[src/rtl/fetch_unit_pkg.sv]
// Shared types and helpers for the instruction-fetch stage.
// Holds the long-opcode nibble, the two-byte test, FSM states and FIFO entry.
package fetch_pkg;

    localparam int P_ADDR_W = 8;
    localparam int P_DATA_W = 8;

    // Opcodes whose high nibble matches this carry an immediate byte.
    localparam logic [3:0] LONG_NIB = 4'hC;

    typedef enum logic [1:0] {
        VEC_REQ,
        VEC_WAIT,
        RUN
    } fetch_state_e;

    typedef struct packed {
        logic [P_DATA_W-1:0] data;
        logic [P_ADDR_W-1:0] addr;
    } fifo_entry_t;

    function automatic logic is_two_byte(input logic [P_DATA_W-1:0] op);
        return op[P_DATA_W-1 -: 4] == LONG_NIB;
    endfunction

endpackage

[src/rtl/fetch_unit_if.sv]
// Fetch-stage bus: memory port A, decode stall, redirect and IF/ID outputs.
// master = fetch unit side, slave = memory/decode/execute side.
interface fetch_unit_if #(
    parameter int ADDR_W = 8,
    parameter int DATA_W = 8
);
    logic [ADDR_W-1:0] addr_a;
    logic [DATA_W-1:0] instr_in;
    logic              stall;
    logic              redirect_valid;
    logic [ADDR_W-1:0] redirect_pc;
    logic              ir_valid;
    logic [DATA_W-1:0] ir_opcode;
    logic [DATA_W-1:0] ir_imm;
    logic [ADDR_W-1:0] ir_pc;
    logic [ADDR_W-1:0] ir_next_pc;

    modport master (
        output addr_a, ir_valid, ir_opcode, ir_imm, ir_pc, ir_next_pc,
        input  instr_in, stall, redirect_valid, redirect_pc
    );

    modport slave (
        input  addr_a, ir_valid, ir_opcode, ir_imm, ir_pc, ir_next_pc,
        output instr_in, stall, redirect_valid, redirect_pc
    );
endinterface

[src/rtl/fetch_unit_byte_fifo.sv]
// Byte buffer between memory responses and the IF/ID register.
// Ports: clk, rst, i_flush, i_push, i_push_data, i_pop1, i_pop2,
//        o_count, o_head (entry), o_head1_byte (byte after head).
module fetch_byte_fifo
    import fetch_pkg::*;
#(
    parameter int DEPTH = 4,
    parameter int CW    = $clog2(DEPTH + 1)
) (
    input  logic                clk,
    input  logic                rst,
    input  logic                i_flush,
    input  logic                i_push,
    input  fifo_entry_t         i_push_data,
    input  logic                i_pop1,
    input  logic                i_pop2,
    output logic [CW-1:0]       o_count,
    output fifo_entry_t         o_head,
    output logic [P_DATA_W-1:0] o_head1_byte
);
    localparam int PW = (DEPTH > 1) ? $clog2(DEPTH) : 1;

    fifo_entry_t   r_mem [DEPTH];
    logic [PW-1:0] r_rd;
    logic [PW-1:0] r_wr;
    logic [CW-1:0] r_count;
    logic [CW-1:0] w_pop_n;
    fifo_entry_t   w_head1;

    // Modular pointer add so DEPTH need not be a power of two.
    function automatic logic [PW-1:0] ptr_add(
        input logic [PW-1:0] p,
        input int            n
    );
        int s;
        s = int'(p) + n;
        if (s >= DEPTH) s = s - DEPTH;
        return PW'(s);
    endfunction

    assign w_pop_n = i_pop2 ? CW'(2) : (i_pop1 ? CW'(1) : CW'(0));
    assign w_head1 = r_mem[ptr_add(r_rd, 1)];

    assign o_count      = r_count;
    assign o_head       = r_mem[r_rd];
    assign o_head1_byte = w_head1.data;

    always_ff @(posedge clk) begin
        if (i_push && !i_flush) r_mem[r_wr] <= i_push_data;
    end

    always_ff @(posedge clk or posedge rst) begin
        if (rst) begin
            r_rd    <= '0;
            r_wr    <= '0;
            r_count <= '0;
        end else if (i_flush) begin
            r_rd    <= '0;
            r_wr    <= '0;
            r_count <= '0;
        end else begin
            if (i_push) r_wr <= ptr_add(r_wr, 1);
            r_rd    <= ptr_add(r_rd, int'(w_pop_n));
            r_count <= r_count + CW'(i_push) - w_pop_n;
        end
    end

endmodule

[src/rtl/fetch_unit.sv]
// Instruction-fetch stage: PC, memory port A requests, byte FIFO, IF/ID reg.
// Ports: clk, rst, io_bus (fetch_unit_if.master). Option: RESET_VECTOR_EN.
module fetch_unit
    import fetch_pkg::*;
#(
    parameter int                ADDR_W     = P_ADDR_W,
    parameter int                DATA_W     = P_DATA_W,
    parameter logic [ADDR_W-1:0] RESET_PC   = '0,
    parameter int                FIFO_DEPTH = 4
) (
    input logic          clk,
    input logic          rst,
    fetch_unit_if.master io_bus
);
    localparam int CW = $clog2(FIFO_DEPTH + 1);

    logic [ADDR_W-1:0] r_pc;
    logic [ADDR_W-1:0] r_req_addr;
    logic              r_req_q;
    logic              r_ir_valid;
    logic [DATA_W-1:0] r_ir_opcode;
    logic [DATA_W-1:0] r_ir_imm;
    logic [ADDR_W-1:0] r_ir_pc;
    logic [ADDR_W-1:0] r_ir_next_pc;

    logic [CW-1:0]     w_count;
    fifo_entry_t       w_head;
    logic [DATA_W-1:0] w_head1;
    logic              w_run;
    logic              w_redir;
    logic              w_issue;
    logic              w_push;
    logic              w_load;
    logic              w_two;
    logic              w_pop1;
    logic              w_pop2;

`ifdef RESET_VECTOR_EN
    fetch_state_e r_state;
    assign w_run = (r_state == RUN);
`else
    assign w_run = 1'b1;
`endif

    // Redirects are only honoured once the reset vector has been loaded.
    assign w_redir = w_run && io_bus.redirect_valid;
    // Count the in-flight byte so a full FIFO never overflows.
    assign w_issue = w_run &&
                     (int'(w_count) + int'(r_req_q) < FIFO_DEPTH);
    assign w_push  = w_run && r_req_q && !w_redir;

    assign io_bus.addr_a = w_redir ? io_bus.redirect_pc : r_pc;

    assign w_load = !r_ir_valid || !io_bus.stall;
    assign w_two  = is_two_byte(w_head.data);
    assign w_pop1 = !w_redir && w_load && (w_count >= CW'(1)) && !w_two;
    assign w_pop2 = !w_redir && w_load && (w_count >= CW'(2)) && w_two;

    fetch_byte_fifo #(
        .DEPTH (FIFO_DEPTH),
        .CW    (CW)
    ) u_fifo (
        .clk          (clk),
        .rst          (rst),
        .i_flush      (w_redir),
        .i_push       (w_push),
        .i_push_data  ({io_bus.instr_in, r_req_addr}),
        .i_pop1       (w_pop1),
        .i_pop2       (w_pop2),
        .o_count      (w_count),
        .o_head       (w_head),
        .o_head1_byte (w_head1)
    );

    always_ff @(posedge clk or posedge rst) begin
        if (rst) begin
            r_req_q    <= 1'b0;
            r_req_addr <= '0;
`ifdef RESET_VECTOR_EN
            r_state    <= VEC_REQ;
            r_pc       <= '0;
`else
            r_pc       <= RESET_PC;
`endif
        end else begin
`ifdef RESET_VECTOR_EN
            unique case (r_state)
                VEC_REQ: begin
                    r_req_q    <= 1'b1;
                    r_req_addr <= r_pc;
                    r_state    <= VEC_WAIT;
                end
                VEC_WAIT: begin
                    r_pc    <= ADDR_W'(io_bus.instr_in);
                    r_req_q <= 1'b0;
                    r_state <= RUN;
                end
                default: begin
`endif
            if (w_redir) begin
                r_pc       <= io_bus.redirect_pc + ADDR_W'(1);
                r_req_q    <= 1'b1;
                r_req_addr <= io_bus.redirect_pc;
            end else if (w_issue) begin
                r_pc       <= r_pc + ADDR_W'(1);
                r_req_q    <= 1'b1;
                r_req_addr <= r_pc;
            end else begin
                r_req_q    <= 1'b0;
            end
`ifdef RESET_VECTOR_EN
                end
            endcase
`endif
        end
    end

    always_ff @(posedge clk or posedge rst) begin
        if (rst) begin
            r_ir_valid   <= 1'b0;
            r_ir_opcode  <= '0;
            r_ir_imm     <= '0;
            r_ir_pc      <= '0;
            r_ir_next_pc <= '0;
        end else if (w_redir) begin
            r_ir_valid <= 1'b0;
        end else if (w_load) begin
            if (w_pop1) begin
                r_ir_valid   <= 1'b1;
                r_ir_opcode  <= w_head.data;
                r_ir_imm     <= '0;
                r_ir_pc      <= w_head.addr;
                r_ir_next_pc <= w_head.addr + ADDR_W'(1);
            end else if (w_pop2) begin
                r_ir_valid   <= 1'b1;
                r_ir_opcode  <= w_head.data;
                r_ir_imm     <= w_head1;
                r_ir_pc      <= w_head.addr;
                r_ir_next_pc <= w_head.addr + ADDR_W'(2);
            end else begin
                r_ir_valid <= 1'b0;
            end
        end
    end

    assign io_bus.ir_valid   = r_ir_valid;
    assign io_bus.ir_opcode  = r_ir_opcode;
    assign io_bus.ir_imm     = r_ir_imm;
    assign io_bus.ir_pc      = r_ir_pc;
    assign io_bus.ir_next_pc = r_ir_next_pc;

endmodule

[src/flat_wrapper.sv]
// flat-port wrapper written by rule: the top's interface ports become plain ports
module fetch_unit_flat import fetch_pkg::*;
#(
    parameter int                ADDR_W     = P_ADDR_W,
    parameter int                DATA_W     = P_DATA_W,
    parameter logic [ADDR_W-1:0] RESET_PC   = '0,
    parameter int                FIFO_DEPTH = 4
)
  (clk, rst, io_bus_addr_a, io_bus_ir_valid, io_bus_ir_opcode, io_bus_ir_imm, io_bus_ir_pc, io_bus_ir_next_pc, io_bus_instr_in, io_bus_stall, io_bus_redirect_valid, io_bus_redirect_pc);
  fetch_unit_if #(.ADDR_W(ADDR_W), .DATA_W(DATA_W)) io_bus_i ();
  input logic clk;
  input logic rst;
  output wire logic [$bits(io_bus_i.addr_a)-1:0] io_bus_addr_a;
  output wire logic [$bits(io_bus_i.ir_valid)-1:0] io_bus_ir_valid;
  output wire logic [$bits(io_bus_i.ir_opcode)-1:0] io_bus_ir_opcode;
  output wire logic [$bits(io_bus_i.ir_imm)-1:0] io_bus_ir_imm;
  output wire logic [$bits(io_bus_i.ir_pc)-1:0] io_bus_ir_pc;
  output wire logic [$bits(io_bus_i.ir_next_pc)-1:0] io_bus_ir_next_pc;
  input wire logic [$bits(io_bus_i.instr_in)-1:0] io_bus_instr_in;
  input wire logic [$bits(io_bus_i.stall)-1:0] io_bus_stall;
  input wire logic [$bits(io_bus_i.redirect_valid)-1:0] io_bus_redirect_valid;
  input wire logic [$bits(io_bus_i.redirect_pc)-1:0] io_bus_redirect_pc;
  assign io_bus_addr_a = io_bus_i.addr_a;
  assign io_bus_ir_valid = io_bus_i.ir_valid;
  assign io_bus_ir_opcode = io_bus_i.ir_opcode;
  assign io_bus_ir_imm = io_bus_i.ir_imm;
  assign io_bus_ir_pc = io_bus_i.ir_pc;
  assign io_bus_ir_next_pc = io_bus_i.ir_next_pc;
  assign io_bus_i.instr_in = io_bus_instr_in;
  assign io_bus_i.stall = io_bus_stall;
  assign io_bus_i.redirect_valid = io_bus_redirect_valid;
  assign io_bus_i.redirect_pc = io_bus_redirect_pc;
  fetch_unit #(.ADDR_W(ADDR_W), .DATA_W(DATA_W), .RESET_PC(RESET_PC), .FIFO_DEPTH(FIFO_DEPTH)) u_core (.clk(clk), .rst(rst), .io_bus(io_bus_i));
endmodule
[config.mk]
export PLATFORM = sky130hd
export DESIGN_NAME = fetch_unit_flat
export DESIGN_NICKNAME = d
export VERILOG_FILES = /design/src/rtl/fetch_unit_pkg.sv /design/src/rtl/fetch_unit_if.sv /design/src/rtl/fetch_unit_byte_fifo.sv /design/src/rtl/fetch_unit.sv /design/src/flat_wrapper.sv
export SDC_FILE = /design/constraint.sdc
export NUM_CORES = 1
export LEC_CHECK = 0
export CORE_MARGIN = 5
export CORE_UTILIZATION = 45
export CTS_BUF_LIST = sky130_fd_sc_hd__clkbuf_16
export CTS_CLUSTER_DIAMETER = 60
export DETAILED_ROUTE_END_ITERATION = 12
export PLACE_DENSITY = 0.67
export SLEW_MARGIN = 40
export SYNTH_ARGS = -nofsm -noshare
export SYNTH_HDL_FRONTEND = slang
export SYNTH_HIERARCHICAL = 1
export SYNTH_SLANG_ARGS = --single-unit
[constraint.sdc]
create_clock -name clk -period 4.3 [get_ports clk]
set_input_delay 0.43 -clock clk [delete_from_list [all_inputs] [get_ports clk]]
set_output_delay 0.43 -clock clk [all_outputs]
set_load 0.01 [all_outputs]
==> summary.md, run 1 <==
| Metric | Value |
|---|---|
| Worst-Margin Slew | `0.733 ns` |
| Final setup viols | `0` |
| PwrDens | `649 nW/µm²` |
| Setup CP Type | `reg2reg` |
| Synth Register Bits | `121` |
| Routed Antenna Nets | `0` |
| Worst Path Buf+Inv | `4` |
| Core Area | `roughly 12,000 µm²` |
| Skew final | `0.00924 ns` |
| Setup Fix Bufs, Post-CTS | `0` |
| Filler instances | `951` |
| Post-DR wirelength/cell | `between 15 and 20 µm` |
| Cts hold-fix bufs | `0` |
| Port bufs | `60` |
| Worst Setup End Kind | `register` |
| Die area | `14,400 µm²` |
| Final Max Slew Viols | `0` |
| Worst Hold Class | `in2async` |
| Syn Area/Cell | `15.5 µm²` |
| Unrepaired setup endpoints after global routing | `no` |
| Post-synth design cell area | `5460 µm²` |
| Seq/Total Area, Yosys | `61.3%` |
| Rows | `40` |
| 1st-iter DRT viols | `~220` |
| Crit path launch type | `register` |
| Ant. Diodes | `0` |
| Worst-Skew Late Latency | `0.41 ns` |
| Vias in the first global route | `3,343` |
| Number of synthesized flops with an enable pin | `64` |
| Area delta synth->final | `22.9%` |
| Relative slew margins | `51.0%` |
| Num CTS Buffers | `17` |
| Initial Util | `45.7%` |
| Final Hold Slack | `around 0.38 ns` |
| CTS Root Cell | `clkbuf_16` |
| Reg power frac | `between 30% and 40%` |
| DRT Wirelength | `10,600 µm` |
| Sum Neg Setup Slack | `0 ns` |
| Max layer used | `met4` |
| Combinational Power Share | `31.4%` |
| Switching Share | `29.6%` |
| Met3 WL | `approximately 500 µm` |
| Maxcap violations | `0` |
| Share of post-route cells with drive strength above 1 | `~18%` |
| Synth cell types | `54` |
| Synth Instances | `352` |
| Vias per cell | `~5.4` |
| P_int | `just over 0.003 W` |
| Final core occ | `between 50% and 60%` |
| Largest net degree at the start of global routing | `51` |
| CP max-delay cell | `mux4_1` |
| CP Data Arrival Time | `3.73 ns` |
| Max Freq | `0.290 GHz` |
| GP Congestion | `0.849` |
| Run status | `complete, no violations` |
| Vias | `3,162` |
| CP Data Required Time | `4.58 ns` |
| CTS sink cnt | `121` |
| Worst-path clk slew | `around 0.05 ns` |
| Synth warn | `6` |
| Endpoints failing hold | `0` |
| Die Span Y | `approximately 120 µm` |
| Synth Net Count | `approximately 380` |
| Wire length on met2 | `5130 µm` |
| Crit path max fanout | `12` |
| Fin area | `6720 µm²` |
| # IOs | `61` |
| Peak VDD IR | `between 300 and 400 µV` |
| Number of remaining DRC errors | `0` |
| Crit path max-delay family | `simple AND/OR/NAND/NOR gates` |
| Min cycle time layout | `around 3.4 ns` |
| Hpwl dp | `7450 µm` |
| Clk buf depth | `2` |
| Worst flop-to-flop path startpoint | `u_core/u_fifo/r_rd[1]$_DFF_PP0_` |
| Initial antenna violation count | `0` |
| H-tree depth | `4` |
| Cell Area, Placed | `6170 µm²` |
| TritonCTS clock tree | `yes` |
| Final Cycle Share | `80.2%` |
| Pre-antenna DRT Iters | `5` |
| P_leak | `between 2 and 3 nW` |
| P_sw | `about 0.0013 W` |
| Synth Flop Type | `edfxtp_1` |
| Die Wd | `120 µm` |
| Grt ovf | `0` |
| Crit path largest cell delay | `0.60 ns` |
| Met1 WL | `about 4800 µm` |
| Share of flip-flops with an asynchronous set or reset | `47.1%` |
| First-pass GRT wire length | `17,600 µm` |
| Critical Path Start | `u_core/u_fifo/r_rd[1]$_DFF_PP0_` |
| Crit path cell chain | `buf_4 -> mux4_1 -> nand4bb_1 -> or3_1 -> clkinv_4 -> nor2b_1 -> ha_1 -> inv_1 -> ha_1 -> inv_1 -> fa_1 -> xnor3_1 -> nor2_1` |
| Global-route usage over all layers | `between 15 and 20%` |
| Clk pwr share | `29.6%` |
| Fin nets | `454` |
| # resized after CTS | `0` |
-- sequential cells by signal (all words and copies together) (netlist names) --
signal and count:
u_core/r_req_addr 8, u_core/io_bus.ir_opcode 8, u_core/io_bus.ir_pc 8, u_core/u_fifo/r_wr 2, u_core/r_req_q 1, u_core/u_fifo/r_rd 2, u_core/io_bus.ir_valid 1, u_core/u_fifo/r_mem 64
u_core/io_bus.ir_next_pc 8, u_core/u_fifo/o_count 3, u_core/r_pc 8, u_core/io_bus.ir_imm 8
-- worst register-to-register path: stages, from the launching register on --
cell and delay [ns]:
dfrtp_1 0.35, buf_4 0.21, mux4_1 0.61, nand4bb_1 0.31
or3_1 0.49, clkinv_4 0.17, nor2b_1 0.09, ha_1 0.27
inv_1 0.05, ha_1 0.12, inv_1 0.05, fa_1 0.36
xnor3_1 0.21, nor2_1 0.05
-- power groups by stage --
stage	clock network [W]	registers [W]	logic (W)
2_1_floorplan	0	0.00173	0.000844
3_3_place_gp	0	0.00171	0.00137
3_5_place_dp	0	0.00172	0.00138
4_1_cts	0.00132	0.00171	0.00139
5_1_grt	0.00138	0.00175	0.00150
6_report	0.00129	0.00170	0.00137
-- layout by cell type (no fill, tap or decap), drive strengths merged, types with 2 or more instances in the layout --
cell	synthesis	layout
clkdlybuf4s50	0	60
o21a	2	2
nor2b	5	5
nor3	3	3
a31oi	5	5
bufinv	0	2
or3	4	4
buf	13	6
nand3	4	4
clkinv	1	10
nor2	28	28
a22o	3	3
xnor3	2	2
mux4	24	24
a21oi	14	14
xor2	3	3
and3	2	2
nand2	15	15
dfrtp	57	57
clkbuf	2	17
edfxtp	64	64
o31ai	3	3
ha	11	11
inv	16	19
mux2i	11	11
and2	5	5
xnor2	5	5
mux2	22	22
o21ai	10	10
-- layer usage --
layer	track usage (%)	up-vias
met3	5.29	11
met2	24.7	86
met4	6.44	0
met5	0	-
met1	21.4	1587
li1	-	1478
-- cell type report --
type | instances | area (µm²) | share of cell area, %
Inverter | 17 | 71.3 | 1.06
Multi-Input combinational cell | 199 | 1920 | 28.6
Clock inverter | 15 | 119 | 1.77
Timing Repair Buffer | 66 | 649 | 9.67
Tap cell | 147 | 184 | 2.74
Sequential cell | 121 | 3350 | 49.8
Clock buffer | 17 | 425 | 6.33
-- path summary, 6_finish.rpt --
check | to | slack, ns | depth (start not counted)
worst min register to register | u_core/r_pc[7]$_DFFE_PP0P_ | 0.48 | 2
max in group asynchronous | u_core/io_bus.ir_opcode[4]$_DFFE_PP0P_ | 3.35 | 2
worst max-delay path | u_core/u_fifo/o_count[2]$_DFF_PP0_ | 0.85 | 13
worst min-delay path | u_core/u_fifo/o_count[0]$_DFF_PP0_ | 0.38 | 2
min in group clk | u_core/r_pc[7]$_DFFE_PP0P_ | 0.48 | 2
worst max register to register | u_core/u_fifo/o_count[2]$_DFF_PP0_ | 0.85 | 13
-- logic make-up after synthesis --
group	Yosys count	synth area share (%)
multiplexers	57	17.1
XOR/XNOR	10	2.11
flip-flops	121	61.3
buffers and inverters	32	3.64
AND/OR/NAND/NOR	74	6.80
adder cells (fa/ha/maj)	12	2.89
AO/OA/AOI/OAI	46	6.16
-- metrics by stage --
stage / worst slack (ns) / total power (W) / instances
after CTS: 0.826 / 0.00441 / 582
after global placement: 0.898 / 0.00308 / 549
after global routing: 0.640 / 0.00462 / 582
after floorplan: 1.16 / 0.00257 / 352
final: 0.851 / 0.00436 / 582
after detailed placement: 0.846 / 0.00310 / 550
-- synthesized netlist by cell type, drive strengths merged, types with 4 or more instances --
master   n  area [µm²]
mux2    22         251
ha      11         138
xnor2    5        43.8
nor2    28         105
mux2i   11         110
o21ai   10        50.0
nor2b    5        31.3
edfxtp  64        1920
or3      4        27.5
and2     5        31.3
mux4    24         574
a31oi    5        31.3
inv     16        60.1
a21oi   14        70.1
buf     13         113
nand2   15        56.3
nand3    4        20.0
dfrtp   57        1430
Power figures use the tool's default switching activity.
==> inputs of run 2 (changes only) <==
Settings changed: PLACE_DENSITY 0.67 to 0.7.
Clock period 4.3 ns to 2.9 ns, I/O delays scaled along.
==> summary.md, run 2 (synthesis results as in run 1) <==
| Metric | Value |
|---|---|
| First-pass GRT wire length | `19,000 µm` |
| Port bufs | `60` |
| Final Cycle Share | `98.6%` |
| Area delta synth->final | `28.1%` |
| P_leak | `2.70 nW` |
| Crit path cell chain | `mux4_2 -> nand4bb_4 -> or3_4 -> clkinv_8 -> nor2b_4 -> ha_4 -> inv_2 -> ha_4 -> inv_2 -> fa_2 -> xnor3_1 -> nor2_1` |
| Die Span Y | `around 120 µm` |
| GP Congestion | `0.842` |
| Largest net degree at the start of global routing | `51` |
| Vias in the first global route | `3,521` |
| Core Area | `12,000 µm²` |
| H-tree depth | `4` |
| P_sw | `roughly 0.0021 W` |
| Worst-Margin Slew | `0.555 ns` |
| # IOs | `61` |
| Commonest cells after routing, fill and taps aside | `edfxtp_1 (64), clkdlybuf4s50_1 (60), dfrtp_1 (56)` |
| Sum Neg Setup Slack | `0 ns` |
| Largest Register | `u_core/u_fifo/r_mem` |
| TritonCTS clock tree | `yes` |
| Worst R2R Path Depth | `12` |
| Routed Antenna Nets | `0` |
| CP Data Required Time | `3.18 ns` |
| Vias per cell | `5.38` |
| CTS Root Cell | `clkbuf_16` |
| Grt ovf | `0` |
| Relative slew margins | `62.9%` |
| Design Power | `0.00669 W` |
| Switching Share | `roughly a third` |
| Crit path max-delay family | `simple AND/OR/NAND/NOR gates` |
| Crit Reg-Reg Endpoint | `u_core/u_fifo/o_count[2]$_DFF_PP0_` |
| Worst-path clk slew | `0.06 ns` |
| Worst Hold Class | `in2async` |
| Endpoints failing hold | `0` |
| Die area | `14,400 µm²` |
| Worst-Skew Late Latency | `0.41 ns` |
| P_int | `0.00457 W` |
| CP max-delay cell | `mux4_2` |
| Num CTS Buffers | `17` |
| Run status | `complete, no violations` |
| Share of post-route cells with drive strength above 1 | `27.6%` |
| Worst Setup End Kind | `register` |
| Skew final | `0.00955 ns` |
| Initial antenna violation count | `0` |
| Crit path max fanout | `5` |
| Vias | `3,281` |
| Cts hold-fix bufs | `0` |
| Unrepaired setup endpoints after global routing | `yes` |
| Maxcap violations | `0` |
| PwrDens | `956 nW/µm²` |
| Crit path launch type | `register` |
| Peak VDD IR | `about 470 µV` |
| Final Max Slew Viols | `0` |
| Pre-antenna DRT Iters | `4` |
| Crit path largest cell delay | `approximately 0.52 ns` |
| Worst Path Buf+Inv | `3` |
| Min cycle time layout | `2.86 ns` |
| Global-route usage over all layers | `17.3%` |
| 1st-iter DRT viols | `between 200 and 250` |
| Clk buf depth | `2` |
| Rows | `40` |
| Largest register FFs | `64` |
| Clk pwr share | `28.4%` |
| Number of remaining DRC errors | `0` |
| R2R setup slack | `slightly above 0.04 ns` |
| Fin nets | `482` |
| Reg power frac | `37.7%` |
| DRT Wirelength | `11,500 µm` |
| Final Hold Slack | `about 0.19 ns` |
| Max Freq | `between 0.3 and 0.4 GHz` |
| Hpwl dp | `7590 µm` |
| Initial Util | `45.7%` |
| Post-DR wirelength/cell | `about 19 µm` |
| Die Wd | `120 µm` |
| CP Data Arrival Time | `approximately 3.1 ns` |
| Most common cell after layout, fill and taps aside | `edfxtp_1` |
| CTS sink cnt | `121` |
| Ant. Diodes | `0` |
| Setup CP Type | `reg2reg` |
| Final setup viols | `0` |
| Worst flop-to-flop path startpoint | `u_core/u_fifo/r_rd[1]$_DFF_PP0_` |
| Combinational Power Share | `about a third` |
run 2: cell types whose count changed in the layout (fill, tap and decap cells not counted), moves of 3 or more:
cell      change
inv_6         +3
clkinv_4      +3
and2_2        -3
clkinv_1      -7
inv_2         +5
buf_4        +27
mux4_1        -3
inv_1         -6
mux4_2        +3
and2_1        +3
run 2: through the flow:
stage	util [%]	worst slack, ns	instances	area [µm²]
after floorplan	-	-0.169	352	5500
after global placement	53.2	-0.122	572	6360
after detailed placement	53.2	-0.180	572	6360
after CTS	58.3	-0.0288	607	6970
after global routing	58.5	-0.0422	610	7000
final	58.5	0.0406	610	7000
run 2: cell type report:
type	count	area [µm²]
fill	893	4960
sequential	121	3350
timing repair buffer	94	872
clock buffer	17	425
inverter	17	76.3
multi-input combinational	199	1970
clock inverter	15	121
tap	147	184
run 2: worst max-delay path by stage:
stage	cells past startpoint	startpoint	to	slack, ns
after global placement	12	u_core/u_fifo/r_rd[1]$_DFF_PP0_	u_core/u_fifo/o_count[2]$_DFF_PP0_	-0.12
after CTS	12	u_core/u_fifo/r_rd[1]$_DFF_PP0_	u_core/u_fifo/o_count[2]$_DFF_PP0_	-0.03
after floorplan	16	u_core/u_fifo/r_rd[0]$_DFF_PP0_	u_core/u_fifo/o_count[2]$_DFF_PP0_	-0.17
after detailed placement	12	u_core/u_fifo/r_rd[1]$_DFF_PP0_	u_core/u_fifo/o_count[2]$_DFF_PP0_	-0.18
after global routing	12	u_core/u_fifo/r_rd[1]$_DFF_PP0_	u_core/u_fifo/o_count[2]$_DFF_PP0_	-0.04
final	12	u_core/u_fifo/r_rd[1]$_DFF_PP0_	u_core/u_fifo/o_count[2]$_DFF_PP0_	0.04
run 2: layer usage:
layer  track usage, %  wire length, µm  share of wire, %  vias to the layer above
met5                0                0                 0                        -
met4             5.80              153               1.3                        0
met3             5.05              570               4.9                       16
met2             29.2             5990                52                       93
met1             21.4             4830                42                     1646
li1                 -                -                 -                     1526
run 2: timing repair:
action,4_1_cts,5_1_grt
resized for setup,12,4
setup endpoints to repair,2,2
pin swaps,4,4
setup buffers,4,3
run 2: power by group through the flow:
stage	Sequential [W]	Clock, W	Combinational, W
detailed placement	0.00255	0	0.00216
CTS	0.00253	0.00194	0.00225
global route	0.00259	0.00203	0.00246
finish	0.00253	0.00190	0.00227
global placement	0.00253	0	0.00212
floorplan	0.00256	0	0.00128
run 2: worst register-to-register path: cells and delay by family (launching register included):
family | cells | cell delay [ns]
and+or+nand+nor | 4 | 0.73
adders and majority gates | 3 | 0.69
muxes | 1 | 0.52
DFF | 1 | 0.42
xor gates and xnor gates | 1 | 0.21
buffers and inverters | 3 | 0.16
==> inputs of run 3 (changes only) <==
--- a/config.mk
+++ b/config.mk
@@ -12,5 +12,4 @@
 export DETAILED_ROUTE_END_ITERATION = 12
 export PLACE_DENSITY = 0.7
-export SLEW_MARGIN = 40
 export SYNTH_ARGS = -nofsm -noshare
 export SYNTH_HDL_FRONTEND = slang
==> constraint.sdc (replaced) <==
create_clock -name clk -period 2.9 [get_ports clk]
set_input_delay 0.87 -clock clk [delete_from_list [all_inputs] [get_ports clk]]
set_output_delay 0.87 -clock clk [all_outputs]
set_load 0.01 [all_outputs]
==> summary.md, run 3 (synthesis results as in run 1) <==
| Metric | Value |
|---|---|
| Endpoints failing hold | `0` |
| Skew final | `0.00685 ns` |
| Num CTS Buffers | `17` |
| DRT Wirelength | `11,400 µm` |
| Die area | `14,400 µm²` |
| Commonest cells after routing, fill and taps aside | `edfxtp_1 (64), dfrtp_1 (56), clkdlybuf4s50_1 (51)` |
| Port bufs | `60` |
| Largest net degree at the start of global routing | `32` |
| Run status | `complete, no violations` |
| Area delta synth->final | `32.1%` |
| Fin nets | `500` |
| Peak VDD IR | `430 µV` |
| 1st-iter DRT viols | `between 200 and 250` |
| Most common cell after layout, fill and taps aside | `edfxtp_1` |
| Worst flop-to-flop path startpoint | `u_core/u_fifo/r_rd[1]$_DFF_PP0_` |
| Hold_sp | `u_core/r_pc[7]$_DFFE_PP0P_` |
| Global-route usage over all layers | `about 17%` |
| Vias in the first global route | `around 3.7k` |
| TritonCTS clock tree | `yes` |
| Clk buf depth | `2` |
| Initial antenna violation count | `0` |
| CTS sink cnt | `121` |
| Post-DR wirelength/cell | `18.1 µm` |
| First-pass GRT wire length | `18,900 µm` |
| CP Data Required Time | `approximately 3.2 ns` |
| Critical Path Start | `io_bus_stall` |
| Hpwl dp | `7980 µm` |
| Final setup viols | `0` |
| H-tree depth | `4` |
| Routed Antenna Nets | `0` |
| Final Cycle Share | `between 90% and 100%` |
| Design Power | `~0.007 W` |
| Initial Util | `a little under half` |
| Grt ovf | `0` |
| Maxcap violations | `0` |
| Filler instances | `889` |
| Relative slew margins | `roughly 65%` |
| Largest register FFs | `between 60 and 70` |
| Vias | `3,392` |
| Largest Register | `u_core/u_fifo/r_mem` |
| Core Area | `12,000 µm²` |
| Final Max Slew Viols | `0` |
| Worst-Skew Late Latency | `0.41 ns` |
| Worst-Margin Slew | `around 0.52 ns` |
| Cell Area, Placed | `6530 µm²` |
| Worst Setup End Kind | `register` |
| # IOs | `61` |
| Crit path launch type | `primary input` |
| Ant. Diodes | `0` |
| Vias per cell | `5.40` |
| Max Freq | `0.351 GHz` |
| Setup WS pre-CTS | `-0.541 ns` |
| GP Congestion | `0.825` |
| Final cell count without fillers | `628` |
| CP Data Arrival Time | `3.19 ns` |
| Setup CP Type | `in2reg` |
| Worst-path clk slew | `0.06 ns` |
| Final core occ | `60.3%` |
| Crit path max fanout | `3` |
| Number of remaining DRC errors | `0` |
| Min cycle time layout | `about 2.9 ns` |
| # placed instances | `~600` |
| Rows | `40` |
| PwrDens | `a little under 1000 nW/µm²` |
| Pre-antenna DRT Iters | `4` |
| Slack of the critical path | `0.0474 ns` |
| Die Wd | `between 100 and 150 µm` |
| Fin area | `between 7000 and 8000 µm²` |
| P_leak | `2.83 nW` |
| Die Span Y | `~120 µm` |
| Share of post-route cells with drive strength above 1 | `30.4%` |
| CTS Root Cell | `clkbuf_16` |
| Worst Hold Class | `reg2reg` |
==> run 3: where the power goes <==
part,switching (W),internal (W)
clock network,0.000767,0.00135
registers,0.000277,0.00225
logic,0.00104,0.00128
total,0.00208,0.00488
==> run 3: layer usage <==
| metal | wire length [µm] | vias up | part of all wire [%] | track usage, % |
|---|---|---|---|---|
| met3 | 650 | 21 | 5.7 | 4.54 |
| met2 | 5830 | 83 | 51 | 28.2 |
| li1 | - | 1563 | - | - |
| met1 | 4690 | 1725 | 41 | 21.3 |
| met4 | 209 | 0 | 1.8 | 7.52 |
| met5 | 0 | - | 0 | 0 |
==> run 3: through the flow <==
step | hold slack [ns] | TNS, ns
after floorplan | 0.445 | -0.252
after global placement | 0.477 | -4.86
after detailed placement | 0.491 | -5.20
after CTS | 0.503 | 0
after global routing | 0.532 | -0.0183
final | 0.497 | 0
==> run 3: layout make-up <==
type                            instances  area (µm²)  share of cell area (%)
Multi-Input combinational cell        199        1970                    27.3
Inverter                               17        76.3                    1.06
Sequential cell                       121        3350                    46.4
Timing Repair Buffer                  112        1040                    14.4
Clock inverter                         15         175                    2.43
Tap cell                              147         184                    2.55
Clock buffer                           17         425                    5.90
==> run 3: timing repair <==
item / in CTS / in global routing
hold buffers: 0 / 0
setup endpoints to repair: 10 / 4
buffers inserted: 4 / 4
resized for setup: 21 / 7
pin swaps: 0 / 1
==> run 3: worst paths after layout <==
kind                       slack, ns                                  end  depth (start not counted)
max                             0.05   u_core/u_fifo/o_count[2]$_DFF_PP0_                         12
min                             0.50           u_core/r_pc[7]$_DFFE_PP0P_                          2
max reg2reg                     0.08   u_core/u_fifo/o_count[2]$_DFF_PP0_                         12
min reg2reg                     0.50           u_core/r_pc[7]$_DFFE_PP0P_                          2
max in group asynchronous       1.50  u_core/io_bus.ir_imm[3]$_DFFE_PP0P_                          3
min in group asynchronous       0.76    u_core/u_fifo/r_wr[1]$_DFFE_PP0P_                          2
==> run 3: worst max-delay path: stages <==
cell and delay [ns]:
clkdlybuf4s50_1 0.48, a21o_4 0.26, or3_4 0.43, clkinv_8 0.06, nor2b_4 0.04, ha_4 0.20
inv_1 0.05, ha_2 0.16, inv_2 0.04, fa_2 0.32, xnor3_1 0.18, nor2_1 0.11
